[src/rtl/ambm_pkg.sv]
// ambm_pkg: shared types, widths and arithmetic helpers for the approximate Booth multiplier
package ambm_pkg;

    localparam int OP_W       = 16;
    localparam int PROD_W     = 32;
    localparam int NUM_DIGITS = 9;

    typedef struct packed {
        logic neg;
        logic one;
        logic two;
    } booth_digit_t;

    function automatic booth_digit_t booth_encode(input logic [2:0] w);
        booth_digit_t d;
        d.neg = w[2];
        d.one = w[1] ^ w[0];
        d.two = (w[2] & ~w[1] & ~w[0]) | (~w[2] & w[1] & w[0]);
        return d;
    endfunction

    // 3:2 compressors consume operands in arrival order until two rows remain, then one carry-propagate add
    function automatic logic [PROD_W-1:0] csa_reduce(input logic [NUM_DIGITS:0][PROD_W-1:0] ops);
        logic [PROD_W-1:0] t [3*NUM_DIGITS-1];
        for (int i = 0; i <= NUM_DIGITS; i++) t[i] = ops[i];
        for (int k = 0; k < NUM_DIGITS - 1; k++) begin
            t[NUM_DIGITS+1+2*k] = t[3*k] ^ t[3*k+1] ^ t[3*k+2];
            t[NUM_DIGITS+2+2*k] = ((t[3*k] & t[3*k+1]) | (t[3*k] & t[3*k+2]) | (t[3*k+1] & t[3*k+2])) << 1;
        end
        return t[3*NUM_DIGITS-3] + t[3*NUM_DIGITS-2];
    endfunction

endpackage

[src/rtl/ambm_booth_pp.sv]
// ambm_booth_pp: one radix-4 Booth digit selecting a shifted partial product of X
module ambm_booth_pp
    import ambm_pkg::*;
#(
    parameter int SHIFT = 0
) (
    input  logic [2:0]        window,
    input  logic [OP_W-1:0]   x,
    output logic [PROD_W-1:0] pp,
    output logic              neg
);

    booth_digit_t      d;
    logic [OP_W:0]     mag;
    logic [PROD_W-1:0] mag_ext;

    // Negative digits emit ~(|d|*X) shifted; the +1 at column SHIFT is supplied separately via neg
    always_comb begin
        d       = booth_encode(window);
        mag     = d.one ? {1'b0, x} : d.two ? {x, 1'b0} : '0;
        mag_ext = {{(PROD_W-OP_W-1){1'b0}}, mag};
        pp      = (d.neg ? ~mag_ext : mag_ext) << SHIFT;
        neg     = d.neg;
    end

endmodule

[src/rtl/ambm_multiplier.sv]
// ambm_multiplier: 2-stage 16x16 unsigned radix-4 Booth multiplier dropping the lowest APPROX_DIGITS digits
module ambm_multiplier
    import ambm_pkg::*;
#(
    parameter int APPROX_DIGITS = 1
) (
    input  logic              clk,
    input  logic              rst,
    input  logic              in_valid,
    input  logic [OP_W-1:0]   multiplier,
    input  logic [OP_W-1:0]   multiplicand,
    output logic              out_valid,
    output logic [PROD_W-1:0] product
);

    logic [2*NUM_DIGITS:0]                 y_ext;
    logic [NUM_DIGITS-1:0][PROD_W-1:0]     pp_d, pp_q;
    logic [NUM_DIGITS-1:0]                 neg_d, neg_q;
    logic                                  valid_d, valid_q;
    logic                                  out_valid_d, out_valid_q;
    logic [PROD_W-1:0]                     product_d, product_q;
    logic [PROD_W-1:0]                     corr;
    logic [PROD_W-1:0]                     sum;

    assign y_ext = {{(2*NUM_DIGITS-OP_W){1'b0}}, multiplier, 1'b0};

    // Dropped digits see a zero window so they contribute neither a row nor a correction bit
    for (genvar j = 0; j < NUM_DIGITS; j++) begin : g_pp
        ambm_booth_pp #(.SHIFT(2*j)) u_pp (
            .window (j < APPROX_DIGITS ? 3'b000 : y_ext[2*j+2:2*j]),
            .x      (multiplicand),
            .pp     (pp_d[j]),
            .neg    (neg_d[j])
        );
    end

    // Gather negation corrections into one row, reduce all rows, and hold the product across bubbles
    always_comb begin
        corr = '0;
        for (int j = 0; j < NUM_DIGITS; j++) corr[2*j] = neg_q[j];
        sum         = csa_reduce({corr, pp_q});
        valid_d     = in_valid;
        out_valid_d = valid_q;
        product_d   = valid_q ? sum : product_q;
    end

    // Stage 1 holds the selected partial products, stage 2 the summed product
    always_ff @(posedge clk or posedge rst) begin
        if (rst) begin
            pp_q        <= '0;
            neg_q       <= '0;
            valid_q     <= 1'b0;
            out_valid_q <= 1'b0;
            product_q   <= '0;
        end else begin
            pp_q        <= pp_d;
            neg_q       <= neg_d;
            valid_q     <= valid_d;
            out_valid_q <= out_valid_d;
            product_q   <= product_d;
        end
    end

    assign out_valid = out_valid_q;
    assign product   = product_q;

endmodule

[config.mk]
export PLATFORM = sky130hd
export DESIGN_NAME = ambm_multiplier
export DESIGN_NICKNAME = d
export VERILOG_FILES = /design/src/rtl/ambm_pkg.sv /design/src/rtl/ambm_booth_pp.sv /design/src/rtl/ambm_multiplier.sv
export SDC_FILE = /design/constraint.sdc
export NUM_CORES = 1
export LEC_CHECK = 0
export ABC_CLOCK_PERIOD_IN_PS = 31100
export BUFFER_PORTS_ARGS = -buffer_cell sky130_fd_sc_hd__buf_4
export CAP_MARGIN = 20
export CORE_UTILIZATION = 45
export CTS_BUF_LIST = sky130_fd_sc_hd__clkbuf_8 sky130_fd_sc_hd__clkbuf_16
export CTS_CLUSTER_SIZE = 12
export DETAILED_ROUTE_END_ITERATION = 8
export PLACE_DENSITY_LB_ADDON = 0.25
export SLEW_MARGIN = 20
export SYNTH_ARGS = -nofsm -noshare
export SYNTH_HDL_FRONTEND = slang
export SYNTH_HIERARCHICAL = 1
export SYNTH_SLANG_ARGS = --single-unit
[constraint.sdc]
create_clock -name clk -period 31.1 [get_ports clk]
set_input_delay 6.22 -clock clk [delete_from_list [all_inputs] [get_ports clk]]
set_output_delay 6.22 -clock clk [all_outputs]
set_load 0.1 [all_outputs]
==> results_dict.tcl, run 1 <==
set metrics [dict create \
    status "finished, final reports clean" \
    slew_headroom_pct 25.9 \
    fin_crit_sh_pct 26.3 \
    ys_types 59 \
    finalSetupViolCount 0 \
    holdPathEnd "product[15]" \
    netlist_instances 2500 \
    hold_viol 0 \
    holdBufCountCts 0 \
    drive_above_1_share_pct 11.7 \
    final_cell_count_no_fill 3186 \
    regToRegSetupSlack_ns 25.69 \
    hold_path_class "reg2reg" \
    cts-buffers-inserted 40 \
    synth_area_um2 26100 \
    num_vias 17200 \
    path_class "in2async" \
    grt-ovfl-total 0 \
    grt_pass1_vias 17500 \
    wl_per_cell_um 18.0 \
    critPathArrivalTime_ns 8.72 \
    synthFlopType "dfrtp_1" \
    vias_per_cell 5.39 \
    area_delta_synth_final_pct 2.59 \
    synthArstFlopShare_pct 100 \
    tns_ns 0 \
    startpoint_type "primary input" \
    htree_levels 2 \
    grt_first_pass_wirelength_um 94800 \
    grt_max_degree 119 \
    port_buffers 66 \
    antenna_found_initial 1 \
    start_util_pct 45.9 \
    ant_nets 0 \
    whs_path_depth 1 \
    ios 68 \
    worst_pin_slew_ns 1.11 \
    clock_latency_ns 0.56 \
    crit_fanout 118 \
    cts.sinks 331 \
    dieArea_um2 59000 \
    reg2reg_to "product[28]" \
    place_hpwl_um 36800 \
    dieHeight_um 243 \
    dp_cells 3117 \
    avgSynthCellArea_um2 10.5 \
    r2r_cells 20 \
    drv_cap 0 \
    clock_skew_ns 0.0210 \
    ys_seq_area_share_pct 31.7 \
    diodes 0 \
    post_cts_resized 0 \
    r2r_start "pp_q[2]" \
    grt_usage_pct 20.0 \
    num-nets-final 2714 \
    root_buffer "clkbuf_16" \
    synth_edf_count 0 \
    maxSlewViolCount 0 \
    endpoint_kind "async pin" \
    num_rows 87 \
    drt_wl_total_um 57300 \
    postCtsSetupRepairBufs 0 \
    layout_common_cells "inv_1 (347), dfrtp_1 (331), fa_1 (221)" \
    drc 0 \
    drt_iter0_drc 1132 \
    cts_tree "yes" \
    fmax_mhz 122 \
    rsz0062_at_grt "false" \
    ys_warn_count 6 \
    min_period_ns 8.18 \
    path_clk_slew_ns 0.06 \
    postLayoutCoreUtil_pct 47.1 \
    die_w_um 243 \
    synth_seq_cells 331 \
    core_um2 56900 \
    hold_start "product[15]" \
    worstPathRequired_ns 31.64 \
    gp_congestion 0.799 \
    dr.pass1.iters 5 \
    clockBufferDepth 3 \
    mostFrequentLayoutCell "inv_1" \
]
[cells in the mapped netlist, types with 10 or more instances]
| master | instances | area, µm² |
|---|---|---|
| xnor2_1 | 35 | 307 |
| buf_6 | 90 | 1010 |
| clkbuf_1 | 13 | 48.8 |
| fa_1 | 221 | 4420 |
| maj3_1 | 47 | 470 |
| mux2_2 | 24 | 270 |
| o311ai_1 | 79 | 692 |
| xor2_1 | 25 | 219 |
| ha_1 | 55 | 688 |
| nand2b_1 | 10 | 62.6 |
| a21oi_2 | 18 | 158 |
| nand2_1 | 35 | 131 |
| dfrtp_1 | 331 | 8280 |
| a21o_1 | 13 | 97.6 |
| inv_1 | 343 | 1290 |
| and3_1 | 128 | 801 |
| buf_2 | 21 | 105 |
| a21oi_1 | 166 | 831 |
| maj3_2 | 80 | 901 |
| o21a_1 | 13 | 97.6 |
| nor2_1 | 157 | 589 |
| o311ai_0 | 49 | 429 |
| buf_4 | 188 | 1410 |
| o21ai_0 | 13 | 65.1 |
| a211o_1 | 129 | 1130 |
| nand3b_1 | 128 | 961 |
[registers in the layout (all words and copies together), names as in the netlist]
name,flops
neg_q,9
pp_q,288
out_valid_d,1
out_valid,1
product,32
[worst max-delay path, cell delays in order]
cell and delay (ns):
buf_4 0.13, inv_8 0.50, buf_4 0.78, buf_4 0.87
[kinds of logic (layout without fill, tap and decap cells)]
family,Yosys count,count (layout),share of synthesized area (%)
AOI/OAI and AO/OA,511,511,14.6
adders and majority gates,403,403,24.8
muxes,26,26,1.13
other,9,110,0.129
buffers and inverters,666,495,15.0
DFF,331,331,31.7
xor gates and xnor gates,60,60,2.01
and+or+nand+nor,494,494,10.7
[metal layers]
layer / global-route usage, % / share of wire (%) / vias to the layer above
li1: - / - / 8051
met4: 5.07 / 1.8 / 2
met1: 28.9 / 48 / 8689
met3: 3.10 / 4.5 / 75
met5: 0 / 0.016 / -
met2: 31.1 / 46 / 358
[through the flow]
| step | setup WS, ns | hold slack (ns) | area, µm² |
|---|---|---|---|
| 2_1_floorplan | 15.71 | 0.431 | 26500 |
| 3_3_place_gp | 22.22 | 0.491 | 25400 |
| 3_5_place_dp | 22.16 | 0.499 | 25400 |
| 4_1_cts | 22.76 | 0.512 | 26800 |
| 5_1_grt | 22.46 | 0.522 | 26800 |
| 6_report | 22.92 | 0.506 | 26800 |
[final cells by class]
class	count	area (µm²)
Fill cell	5215	30100
Multi-Input combinational cell	1604	14300
Sequential cell	331	8280
Inverter	352	1330
Clock buffer	47	1100
Tap cell	756	946
Timing Repair Buffer	74	559
Clock inverter	22	275
[how the worst max path moves through the flow]
stage          slack (ns)  startpoint  cells after the start         to
6_report            22.92         rst                      4  pp_q[251]
5_1_grt             22.46         rst                      4  pp_q[251]
4_1_cts             22.76         rst                      4  pp_q[110]
3_5_place_dp        22.16         rst                      4  pp_q[286]
3_3_place_gp        22.22         rst                      4  pp_q[245]
2_1_floorplan       15.71         rst                      1   neg_q[0]
Power of run 1 is not shown: default switching activity piles up to over one toggle a cycle in this logic, so the estimate is an artifact.
==> inputs of run 2 (changes only) <==
--- a/config.mk
+++ b/config.mk
@@ -5,7 +5,7 @@
 export SDC_FILE = /design/constraint.sdc
 export NUM_CORES = 1
 export LEC_CHECK = 0
-export ABC_CLOCK_PERIOD_IN_PS = 31100
+export ABC_CLOCK_PERIOD_IN_PS = 8100
 export BUFFER_PORTS_ARGS = -buffer_cell sky130_fd_sc_hd__buf_4
 export CAP_MARGIN = 20
 export CORE_UTILIZATION = 45
==> constraint.sdc (replaced) <==
create_clock -name clk -period 8.1 [get_ports clk]
set_input_delay 1.62 -clock clk [delete_from_list [all_inputs] [get_ports clk]]
set_output_delay 1.62 -clock clk [all_outputs]
set_load 0.1 [all_outputs]
==> results_dict.tcl, run 2 (same netlist as run 1, synthesis figures left out) <==
set metrics [dict create \
    status "finished, final reports clean" \
    start_util_pct 45.9 \
    crit_fanout 3 \
    routed-wl-met3_um 3110 \
    cts_tree "yes" \
    dr_wl_met2_um 26200 \
    num_vias 17300 \
    hold_path_class "reg2reg" \
    place_area_um2 25500 \
    grt_max_degree 162 \
    endpoint_kind "flop" \
    tns_ns 0 \
    htree_levels 2 \
    grt_pass1_vias 17300 \
    area_delta_synth_final_pct 2.15 \
    finalSetupViolCount 0 \
    holdBufCountCts 0 \
    drt_wl_total_um 57000 \
    hold_viol 0 \
    maxSlewViolCount 0 \
    path_clk_slew_ns 0.06 \
    grt_usage_pct 19.9 \
    whs_path_depth 1 \
    root_buffer "clkbuf_16" \
    num-nets-final 2714 \
    min_period_ns 5.40 \
    clockBufferDepth 3 \
    grt_first_pass_wirelength_um 94100 \
    mostFrequentLayoutCell "inv_1" \
    drv_cap 0 \
    ios 68 \
    postCtsSetupRepairBufs 0 \
    path_class "reg2reg" \
    fmax_mhz 185 \
    gp_congestion 0.795 \
    routedLengthMet1_um 26600 \
    regToRegSetupSlack_ns 2.70 \
    ant_nets 0 \
    core_um2 56900 \
    r2r_start "pp_q[2]" \
    largest_reg_flops 288 \
    startpoint_type "flop" \
    drt_iter0_drc 1427 \
    post_cts_resized 0 \
    dieArea_um2 59000 \
    fin_crit_sh_pct 66.7 \
    dr.pass1.iters 5 \
    clock_skew_ns 0.0331 \
    multi_input_area_um2 14300 \
    place_hpwl_um 37000 \
    hold_start "product[26]" \
    stdcell_area_um2 26700 \
    slew_headroom_pct 27.0 \
    top_register "pp_q" \
    worstPathRequired_ns 8.60 \
    nFillCells 5250 \
    die_w_um 243 \
    cts-buffers-inserted 39 \
    antenna_found_initial 1 \
    critPathArrivalTime_ns 5.90 \
    worst_pin_slew_ns 1.10 \
    dieHeight_um 243 \
    clock_latency_ns 0.57 \
    drc 0 \
    grt-ovfl-total 0 \
    num_rows 87 \
    port_buffers 66 \
    vias_per_cell 5.45 \
    top_layer "met4" \
    r2r_cells 20 \
    holdPathEnd "product[26]" \
    rsz0062_at_grt "false" \
    drive_above_1_share_pct 11.5 \
    cts.sinks 331 \
    reg2reg_to "product[28]" \
    layout_common_cells "inv_1 (349), dfrtp_1 (331), fa_1 (221)" \
    wl_per_cell_um 17.9 \
    register_area_um2 8280 \
]
## run 2: how the worst max path moves through the flow
stage          startpoint     endpoint  slack (ns)  cells after the start
2_1_floorplan         rst     neg_q[0]        2.06                      1
3_3_place_gp      pp_q[2]  product[28]        2.74                     20
3_5_place_dp      pp_q[2]  product[28]        2.67                     20
4_1_cts           pp_q[2]  product[28]        2.65                     20
5_1_grt           pp_q[2]  product[28]        2.36                     20
6_report          pp_q[2]  product[28]        2.70                     20
## run 2: stage by stage
step | instances | hold slack (ns) | worst slack, ns | util (%)
global route | 3184 | 0.527 | 2.36 | 46.9
global placement | 3118 | 0.491 | 2.74 | 44.7
CTS | 3183 | 0.512 | 2.65 | 46.9
finish | 3184 | 0.506 | 2.70 | 46.9
floorplan | 2601 | 0.431 | 2.06 | -
detailed placement | 3118 | 0.498 | 2.67 | 44.7
## run 2: layer usage
layer | track usage (%) | up-vias
li1 | - | 8053
met1 | 28.8 | 8783
met2 | 31.1 | 432
met3 | 2.59 | 69
met4 | 5.77 | 0
met5 | 0 | -
## run 2: cell type report
class	instances	share of cell area [%]
multi-input combinational	1604	53.7
sequential	331	31.0
inverter	352	4.96
clock buffer	45	4.01
tap	756	3.54
timing repair buffer	75	2.17
clock inverter	20	0.628
antenna	1	0.00937
## run 2: critical path, cell delays in order (launching register included)
cell and delay [ns]:
dfrtp_1 0.38, fa_1 0.53, inv_1 0.05, fa_1 0.47, inv_1 0.05, fa_1 0.48, fa_1 0.55, inv_1 0.06
fa_1 0.45, inv_1 0.07, ha_1 0.20, inv_1 0.08, fa_1 0.46, nor2b_1 0.18, o2111ai_1 0.18, nand3_2 0.15
a31oi_4 0.13, a21oi_4 0.19, a21boi_2 0.09, or4b_1 0.50, nand3_1 0.09
Power of run 2 is left out for the same reason.
==> inputs of run 3 (changes only) <==
--- a/config.mk
+++ b/config.mk
@@ -5,7 +5,7 @@
 export SDC_FILE = /design/constraint.sdc
 export NUM_CORES = 1
 export LEC_CHECK = 0
-export ABC_CLOCK_PERIOD_IN_PS = 8100
+export ABC_CLOCK_PERIOD_IN_PS = 5000
 export BUFFER_PORTS_ARGS = -buffer_cell sky130_fd_sc_hd__buf_4
 export CAP_MARGIN = 20
 export CORE_UTILIZATION = 45
==> constraint.sdc (replaced) <==
create_clock -name clk -period 5 [get_ports clk]
set_input_delay 1 -clock clk [delete_from_list [all_inputs] [get_ports clk]]
set_output_delay 1 -clock clk [all_outputs]
set_load 0.1 [all_outputs]
==> results_dict.tcl, run 3 (same netlist as run 1, synthesis figures left out) <==
set metrics [dict create \
    path_class "reg2reg" \
    tns_ns -1.17 \
    path_clk_slew_ns 0.06 \
    grt_usage_pct 20.4 \
    mostFrequentLayoutCell "inv_1" \
    area_delta_synth_final_pct 5.25 \
    ios 68 \
    timing.final.ws_setup_ns -0.183 \
    register_area_um2 8280 \
    root_buffer "clkbuf_16" \
    cts-buffers-inserted 42 \
    hold_path_class "reg2reg" \
    path_common_cell "fa_1" \
    layout_common_cells "inv_1 (342), dfrtp_1 (330), fa_1 (218)" \
    wl_per_cell_um 18.0 \
    hold_viol 0 \
    port_buffers 66 \
    start_util_pct 45.9 \
    grt-ovfl-total 0 \
    clockBufferDepth 3 \
    dieArea_um2 59000 \
    drc 0 \
    critPathArrivalTime_ns 5.63 \
    drv_cap 0 \
    place_hpwl_um 38200 \
    min_period_ns 5.18 \
    crit_fanout 3 \
    grt_first_pass_wirelength_um 96300 \
    die_w_um 243 \
    grt_max_degree 125 \
    slew_headroom_pct 32.6 \
    num-nets-final 2778 \
    core_um2 56900 \
    max_stage_delay_ns 0.57 \
    holdBufCountCts 0 \
    endpoint_kind "flop" \
    fmax_mhz 193 \
    worst_pin_slew_ns 1.01 \
    grt_pass1_vias 17800 \
    place_area_um2 25800 \
    dieHeight_um 243 \
    gp_congestion 0.865 \
    nFillCells 5146 \
    ant_nets 0 \
    drt_iter0_drc 1023 \
    top_register "pp_q" \
    slowest_stage "fa_1" \
    cts_tree "yes" \
    cts.sinks 331 \
    violations "negative setup slack" \
    diodes 0 \
    num_rows 87 \
    multi_input_area_um2 14500 \
    dr.pass1.iters 5 \
    largest_reg_flops 288 \
    drt_wl_total_um 58600 \
    clock_latency_ns 0.57 \
    fin_crit_sh_pct 104 \
    rsz0062_at_grt "true" \
    finalSetupViolCount 14 \
    startpoint_type "flop" \
    clock_skew_ns 0.0212 \
    maxSlewViolCount 0 \
    status "finished, violations left" \
    num_vias 17600 \
    stdcell_area_um2 27500 \
    drive_above_1_share_pct 15.1 \
    antenna_found_initial 0 \
    vias_per_cell 5.43 \
    htree_levels 2 \
    crit_chain "inv_1 > fa_1 > fa_1 > inv_1 > fa_1 > fa_1 > inv_2 > fa_1 > inv_2 > ha_4 > a21o_1 > buf_4 > a211oi_2 > nand3_2 > a31oi_4 > a21oi_4 > buf_4 > a31oi_2 > xnor2_1 > mux2_2" \
    worstPathRequired_ns 5.44 \
]
[run 3: changes by cell type in the layout (fill, tap and decap cells not counted), sizes merged]
cell    delta
bufinv     +4
inv        -1
clkinv     -1
diode      -1
buf       +61
clkbuf     +5
[run 3: area by class of cell]
class                           count  area share, %
Tap cell                          756           3.44
Multi-Input combinational cell   1604           52.5
Clock inverter                     22          0.955
Timing Repair Buffer              136           3.88
Clock buffer                       50           4.26
Sequential cell                   331           30.1
Inverter                          352           4.82
[run 3: path summary, 6_finish.rpt]
kind,from,endpoint,slack [ns],cells past startpoint
max,pp_q[6],product[30],-0.18,20
min,product[1],product[1],0.51,1
max reg2reg,pp_q[6],product[30],-0.18,20
min reg2reg,product[1],product[1],0.51,1
max in group asynchronous,rst,pp_q[243],3.42,3
min in group asynchronous,rst,pp_q[97],0.53,2
[run 3: what timing repair did]
action,4_1_cts,5_1_grt
resized for setup,14,19
buffers inserted,3,10
pin swaps,20,17
endpoints found under the setup margin,14,20
hold endpoints to repair,0,0
gates cloned,0,0
[run 3: critical path, delay by kind of cell, from the launching register on]
family | cells | cell delay, ns
adders and majority gates | 6 | 2.78
buffers and inverters | 6 | 0.48
muxes | 1 | 0.26
xor gates and xnor gates | 1 | 0.08
AOI/OAI and AO/OA | 5 | 0.99
and+or+nand+nor | 1 | 0.17
DFF | 1 | 0.32
[run 3: metal layers]
layer | routed length (µm) | track usage, %
met5 | 0 | 0
met4 | 1670 | 7.03
met3 | 2540 | 2.92
met2 | 28600 | 33.9
met1 | 25800 | 27.2
[run 3: metrics by stage]
step | hold WS [ns] | util (%) | setup slack, ns | std cells
floorplan | 0.431 | - | -0.421 | 2601
detailed placement | 0.497 | 45.4 | -0.421 | 3166
global route | 0.523 | 48.3 | -0.393 | 3251
global placement | 0.492 | 45.4 | -0.360 | 3166
finish | 0.507 | 48.3 | -0.183 | 3251
CTS | 0.509 | 48.1 | -0.197 | 3241
Power of run 3 is left out for the same reason.
